[config.mk]
export PLATFORM = sky130hd
export DESIGN_NAME = uart_rx_queue
export DESIGN_NICKNAME = d
export VERILOG_FILES = /design/src/rtl/uart_rx_queue_pkg.sv /design/src/rtl/uart_rx_fifo.sv /design/src/rtl/uart_rx_queue.sv
export SDC_FILE = /design/constraint.sdc
export NUM_CORES = 1
export LEC_CHECK = 0
export BUFFER_PORTS_ARGS = -buffer_cell sky130_fd_sc_hd__buf_2
export CELL_PAD_IN_SITES_DETAIL_PLACEMENT = 1
export CELL_PAD_IN_SITES_GLOBAL_PLACEMENT = 2
export CORE_MARGIN = 8
export CORE_UTILIZATION = 40
export CTS_CLUSTER_DIAMETER = 50
export DETAILED_ROUTE_END_ITERATION = 16
export PLACE_DENSITY = 0.73
export REMOVE_ABC_BUFFERS = 1
export SLEW_MARGIN = 0
export SYNTH_ARGS = -nofsm -noshare
export SYNTH_HDL_FRONTEND = slang
export SYNTH_SLANG_ARGS = --single-unit
[constraint.sdc]
create_clock -name clk -period 3.4 [get_ports clk]
set_input_delay 0.17 -clock clk [delete_from_list [all_inputs] [get_ports clk]]
set_output_delay 0.17 -clock clk [all_outputs]
set_load 0.02 [all_outputs]
[src/rtl/uart_rx_queue_pkg.sv]
// Shared definitions for the UART receive queue: FSM encodings and queue sizing.
package uart_rx_queue_pkg;

  localparam logic [1:0] UQ_IDLE    = 2'd0;
  localparam logic [1:0] UQ_REQ     = 2'd1;
  localparam logic [1:0] UQ_STROBE  = 2'd2;
  localparam logic [1:0] UQ_RELEASE = 2'd3;

  // Queue depth derived from the pointer width so every user agrees on it.
  function automatic int queue_size(input int log2);
    return 1 << log2;
  endfunction

endpackage

[src/rtl/uart_rx_fifo.sv]
// Generic circular buffer with a separate occupancy count so full and empty
// are unambiguous when the pointers are equal.
module uart_rx_fifo
  import uart_rx_queue_pkg::*;
#(
  parameter int AW = 4,
  parameter int DW = 8
) (
  input  logic          clk,
  input  logic          rst,
  input  logic          push,
  input  logic [DW-1:0] push_data,
  input  logic          pop,
  output logic [DW-1:0] front_data,
  output logic [AW-1:0] front,
  output logic [AW-1:0] tail,
  output logic [AW:0]   count,
  output logic          full,
  output logic          empty
);

  localparam int DEPTH = queue_size(AW);
  localparam logic [AW:0] DEPTH_C = (AW+1)'(DEPTH);

  logic [DW-1:0] mem [DEPTH];
  logic          do_push;
  logic          do_pop;

  assign empty   = (count == '0);
  assign full    = (count == DEPTH_C);
  assign do_pop  = pop && !empty;
  // A push into a full queue is only accepted when a pop frees a slot on the same edge.
  assign do_push = push && (!full || do_pop);

  assign front_data = mem[front];

  always_ff @(posedge clk) begin
    if (!rst) begin
      front <= '0;
      tail  <= '0;
      count <= '0;
    end else begin
      if (do_pop)  front <= front + AW'(1);
      if (do_push) tail  <= tail + AW'(1);
      case ({do_push, do_pop})
        2'b10:   count <= count + (AW+1)'(1);
        2'b01:   count <= count - (AW+1)'(1);
        default: count <= count;
      endcase
    end
  end

  always_ff @(posedge clk) begin
    if (do_push) mem[tail] <= push_data;
  end

endmodule

[src/rtl/uart_rx_queue.sv]
// Receive-side buffer: syncs the UART chip's data_ready, borrows the shared
// RAM1 bus, strobes rdn low to read a byte, and queues it for the controller.
module uart_rx_queue
  import uart_rx_queue_pkg::*;
#(
  parameter int QDEPTH_LOG2    = 4,
  parameter int RDN_LOW_CYCLES = 2
) (
  input  logic                   clk,
  input  logic                   rst,
  input  logic                   data_ready,
  output logic                   rdn,
  input  logic [7:0]             bus_data,
  output logic                   bus_req,
  input  logic                   bus_grant,
  input  logic                   pop,
  output logic [15:0]            pop_data,
  output logic                   empty,
  output logic                   full,
  output logic [QDEPTH_LOG2:0]   count,
  output logic [QDEPTH_LOG2-1:0] front,
  output logic [QDEPTH_LOG2-1:0] tail,
  output logic [1:0]             dbg_state
);

  logic       sync1;
  logic       dr_s;
  logic [1:0] state;
  logic [3:0] strobe_cnt;
  logic       sample;
  logic [7:0] front_byte;

  assign dbg_state = state;
  assign sample    = (state == UQ_STROBE) && (strobe_cnt == 4'(RDN_LOW_CYCLES - 1));
  assign pop_data  = empty ? 16'h0000 : {8'h00, front_byte};

  always_ff @(posedge clk) begin
    if (!rst) begin
      sync1 <= 1'b0;
      dr_s  <= 1'b0;
    end else begin
      sync1 <= data_ready;
      dr_s  <= sync1;
    end
  end

  // Bus handshake: bus_req rises in REQ and stays high until the byte is
  // sampled; bus_grant is consulted only in REQ and the arbiter keeps it high
  // for as long as bus_req is high, so a grant is never lost mid-strobe.
  always_ff @(posedge clk) begin
    if (!rst) begin
      state      <= UQ_IDLE;
      rdn        <= 1'b1;
      bus_req    <= 1'b0;
      strobe_cnt <= 4'd0;
    end else begin
      case (state)
        UQ_IDLE: begin
          if (dr_s && !full) begin
            state   <= UQ_REQ;
            bus_req <= 1'b1;
          end
        end
        UQ_REQ: begin
          if (bus_grant) begin
            state      <= UQ_STROBE;
            rdn        <= 1'b0;
            strobe_cnt <= 4'd0;
          end
        end
        UQ_STROBE: begin
          strobe_cnt <= strobe_cnt + 4'd1;
          if (sample) begin
            state   <= UQ_RELEASE;
            rdn     <= 1'b1;
            bus_req <= 1'b0;
          end
        end
        UQ_RELEASE: begin
          // Wait for the synchronized flag to clear so one byte is never read twice.
          if (!dr_s) state <= UQ_IDLE;
        end
        default: state <= UQ_IDLE;
      endcase
    end
  end

  uart_rx_fifo #(
    .AW (QDEPTH_LOG2),
    .DW (8)
  ) u_fifo (
    .clk        (clk),
    .rst        (rst),
    .push       (sample),
    .push_data  (bus_data),
    .pop        (pop),
    .front_data (front_byte),
    .front      (front),
    .tail       (tail),
    .count      (count),
    .full       (full),
    .empty      (empty)
  );

endmodule

==> qor.csv <==
metric,value,unit
GRT Residual Overflow,0,
cell internal pwr,3.62,mW
row cnt,46,
vias per cell,5.15,
CTS tree,yes,
via count of the first global-routing pass,3880,
CP Buf/Inv Count,1,
Detail Placement HPWL,9490,um
sequential element share of the synthesized area,67.2,%
Buffers on Ports,39,
register area,0.00439,mm2
worst vdd ir,491,uV
Leak,2.51,nW
Routed WL per cell,21.1,um
floorplan core area,0.0159,mm2
DRC viols,0,
area of the multi-input gates,0.00197,mm2
Die Height,144,um
Global Route Usage Sum,14.8,%
Ys Warns,0,
Tmin final,2.79,ns
CP max FO,10,
layout cells sized above 1,24.7,%
share of the synthesized area in the top cell type,58.9,%
max-capacitance violation count,0,
# nets final,469,
clock root buffer master,clkbuf_16,
RSZ-0062 raised after global routing,no,
Power Density,681,mW/mm2
TritonCTS Buffers,17,
critical path launch point type,flop,
antenna-violating nets left,0,
Slew headroom,50.5,%
Final period util,82.2,%
Seq pwr share,42.7,%
"Largest stage delay, worst path",0.76,ns
Max Slew Vio Count,0,
Synth Flop Type,edfxtp_1,
# IOs,48,
Reg2Reg Depth,8,
Synth Instances,393,
clk sink count,155,
setup tns final,0,ns
most instantiated library cell after synthesis,edfxtp_1,
"Clk pin slew, worst setup/hold paths",0.06,ns
initial antenna violation count,0,
Crit Path Class,flop to output port,
worst slew pin tran,0.742,ns
Mapped Avg Cell Area,16.6,um2
Final Setup Violations,0,
gpl congestion,0.751,
Post-synth EDFFs,128,
H-tree depth,4,
largest net degree at the start of global routing,33,
worst-skew pair later-pin latency,0.41,ns
Hold Path Stages,2,
die area,0.0207,mm2
switching share of power,28.8,%
Net Sw Power,1.47,mW
Yosys reg bits,155,
hold_ws,0.125,ns
Routed WL,14000,um
fill count,1577,
cell taking the most area after synthesis,edfxtp_1,
Comb pwr share,22.8,%
Critical Path AT,2.62,ns
worst min-delay path category,input pin to flop,
First DRT Iteration DRCs,169,
Worst Path Required,3.23,ns
critical-path cell list,"or4_1, o21ai_1, o22ai_1, buf_2",
starting density of the core,40.9,%
"CP delay by family, top",compound AO/OA/AOI/OAI gates,
Area Overhead vs Synth,14.6,%
commonest cells in the netlist,"128 x edfxtp_1, 32 x mux4_2, 27 x dfxtp_1",
critical path depth in cells,4,
share of flip-flops with an asynchronous set or reset,0,%
die width,144,um
FMAX,0.358,GHz
skew final,0.00552,ns
distinct cell type count after synthesis,54,
Pre-Repair DR Iteration Count,4,
clock power share,34.5,%
clock buffer depth,2,
CP max-delay cell,or4_1,
Via Count,3432,
Ant. Diodes,0,
Final Hold Fails,0,
CP endpoint kind,output port,
post-synthesis cell area,0.00653,mm2
first-pass GRT wire length,22200,um
status,"finished, final reports clean",
synth top area cells,"edfxtp_1 59%, mux4_2 11%, dfxtp_1 8.3%",
## layer usage
metal  routed length (um)  vias up  track usage, %
met5                    0        -               0
met4                  229        0            6.14
met3                  506       15            3.68
met2                 7280       55            25.8
met1                 6020     1747            17.0
li1                     -     1615               -
## layout make-up
class / count / share of cell area (%)
Clock inverter: 9 / 1.36
Tap cell: 216 / 3.61
Multi-Input combinational cell: 205 / 26.3
Sequential cell: 155 / 58.7
Clock buffer: 20 / 5.84
Inverter: 13 / 0.653
Timing Repair Buffer: 48 / 3.55
## sequential cells by signal, indices dropped and copies added, names as in the netlist, 2 cells and up, named ones only
signal	flops
u_fifo.mem	128
u_fifo.count	5
u_fifo.front	4
dbg_state	2
u_fifo.tail	4
strobe_cnt	4
## cell families (layout without fill, tap and decap cells)
| logic type | Yosys count | count (layout) | synth area share [%] |
|---|---|---|---|
| AOI/OAI and AO/OA | 46 | 46 | 4.93 |
| xor gates and xnor gates | 5 | 5 | 0.671 |
| adders and majority gates | 16 | 16 | 3.18 |
| buffers and inverters | 40 | 90 | 3.03 |
| DFF | 155 | 155 | 67.2 |
| muxes | 53 | 53 | 14.3 |
| other | 1 | 8 | 0.0575 |
| and+or+nand+nor | 77 | 77 | 6.67 |
## what timing repair did
action | in CTS | in global routing
hold buffers | 1 | 0
hold endpoints to repair | 1 | 0
resized for setup | 0 | 0
buffers inserted | 0 | 0
## cells in the final DEF, fill, tap and decap left out, drive strengths merged, types with 6 or more instances in the layout
master  synthesis  routed
nand2          15      15
mux2i          21      21
nor2           14      14
a21oi           9       9
edfxtp        128     128
inv            13      13
conb            1       8
buf            16      47
clkbuf         11      20
o21ai          10      10
and2            8       8
dfxtp          27      27
mux4           32      32
nand2b          6       6
o22ai           8       8
ha             15      15
## path summary, 6_finish.rpt
path	from	to	slack, ns
worst max-delay path	u_fifo.count[0]$_SDFFE_PN0P_	pop_data[3]	0.61
worst min-delay path	rst	rdn$_SDFFE_PN1P_	0.13
worst max register to register	u_fifo.count[0]$_SDFFE_PN0P_	u_fifo.count[3]$_SDFFE_PN0P_	0.79
worst min register to register	sync1$_SDFF_PN0_	dr_s$_SDFF_PN0_	0.44
## stage by stage
stage | util (%) | power [mW] | setup WS (ns) | cells | instance area (um2)
final | 46.9 | 5.09 | 0.606 | 666 | 7480
after global routing | 46.9 | 5.32 | 0.441 | 666 | 7480
after CTS | 46.9 | 5.15 | 0.587 | 666 | 7480
after detailed placement | 43.5 | 3.39 | 0.794 | 636 | 6930
after global placement | 43.5 | 3.37 | 0.865 | 636 | 6930
after floorplan | - | 3.02 | 0.818 | 373 | 6400
## power groups by stage
stage	Combinational, mW	Clock, mW	Sequential (mW)
5_1_grt	1.28	1.86	2.18
2_1_floorplan	0.710	0	2.31
3_5_place_dp	1.18	0	2.21
6_report	1.16	1.76	2.17
3_3_place_gp	1.16	0	2.21
4_1_cts	1.19	1.79	2.17
(Power assumes the default switching activity.)
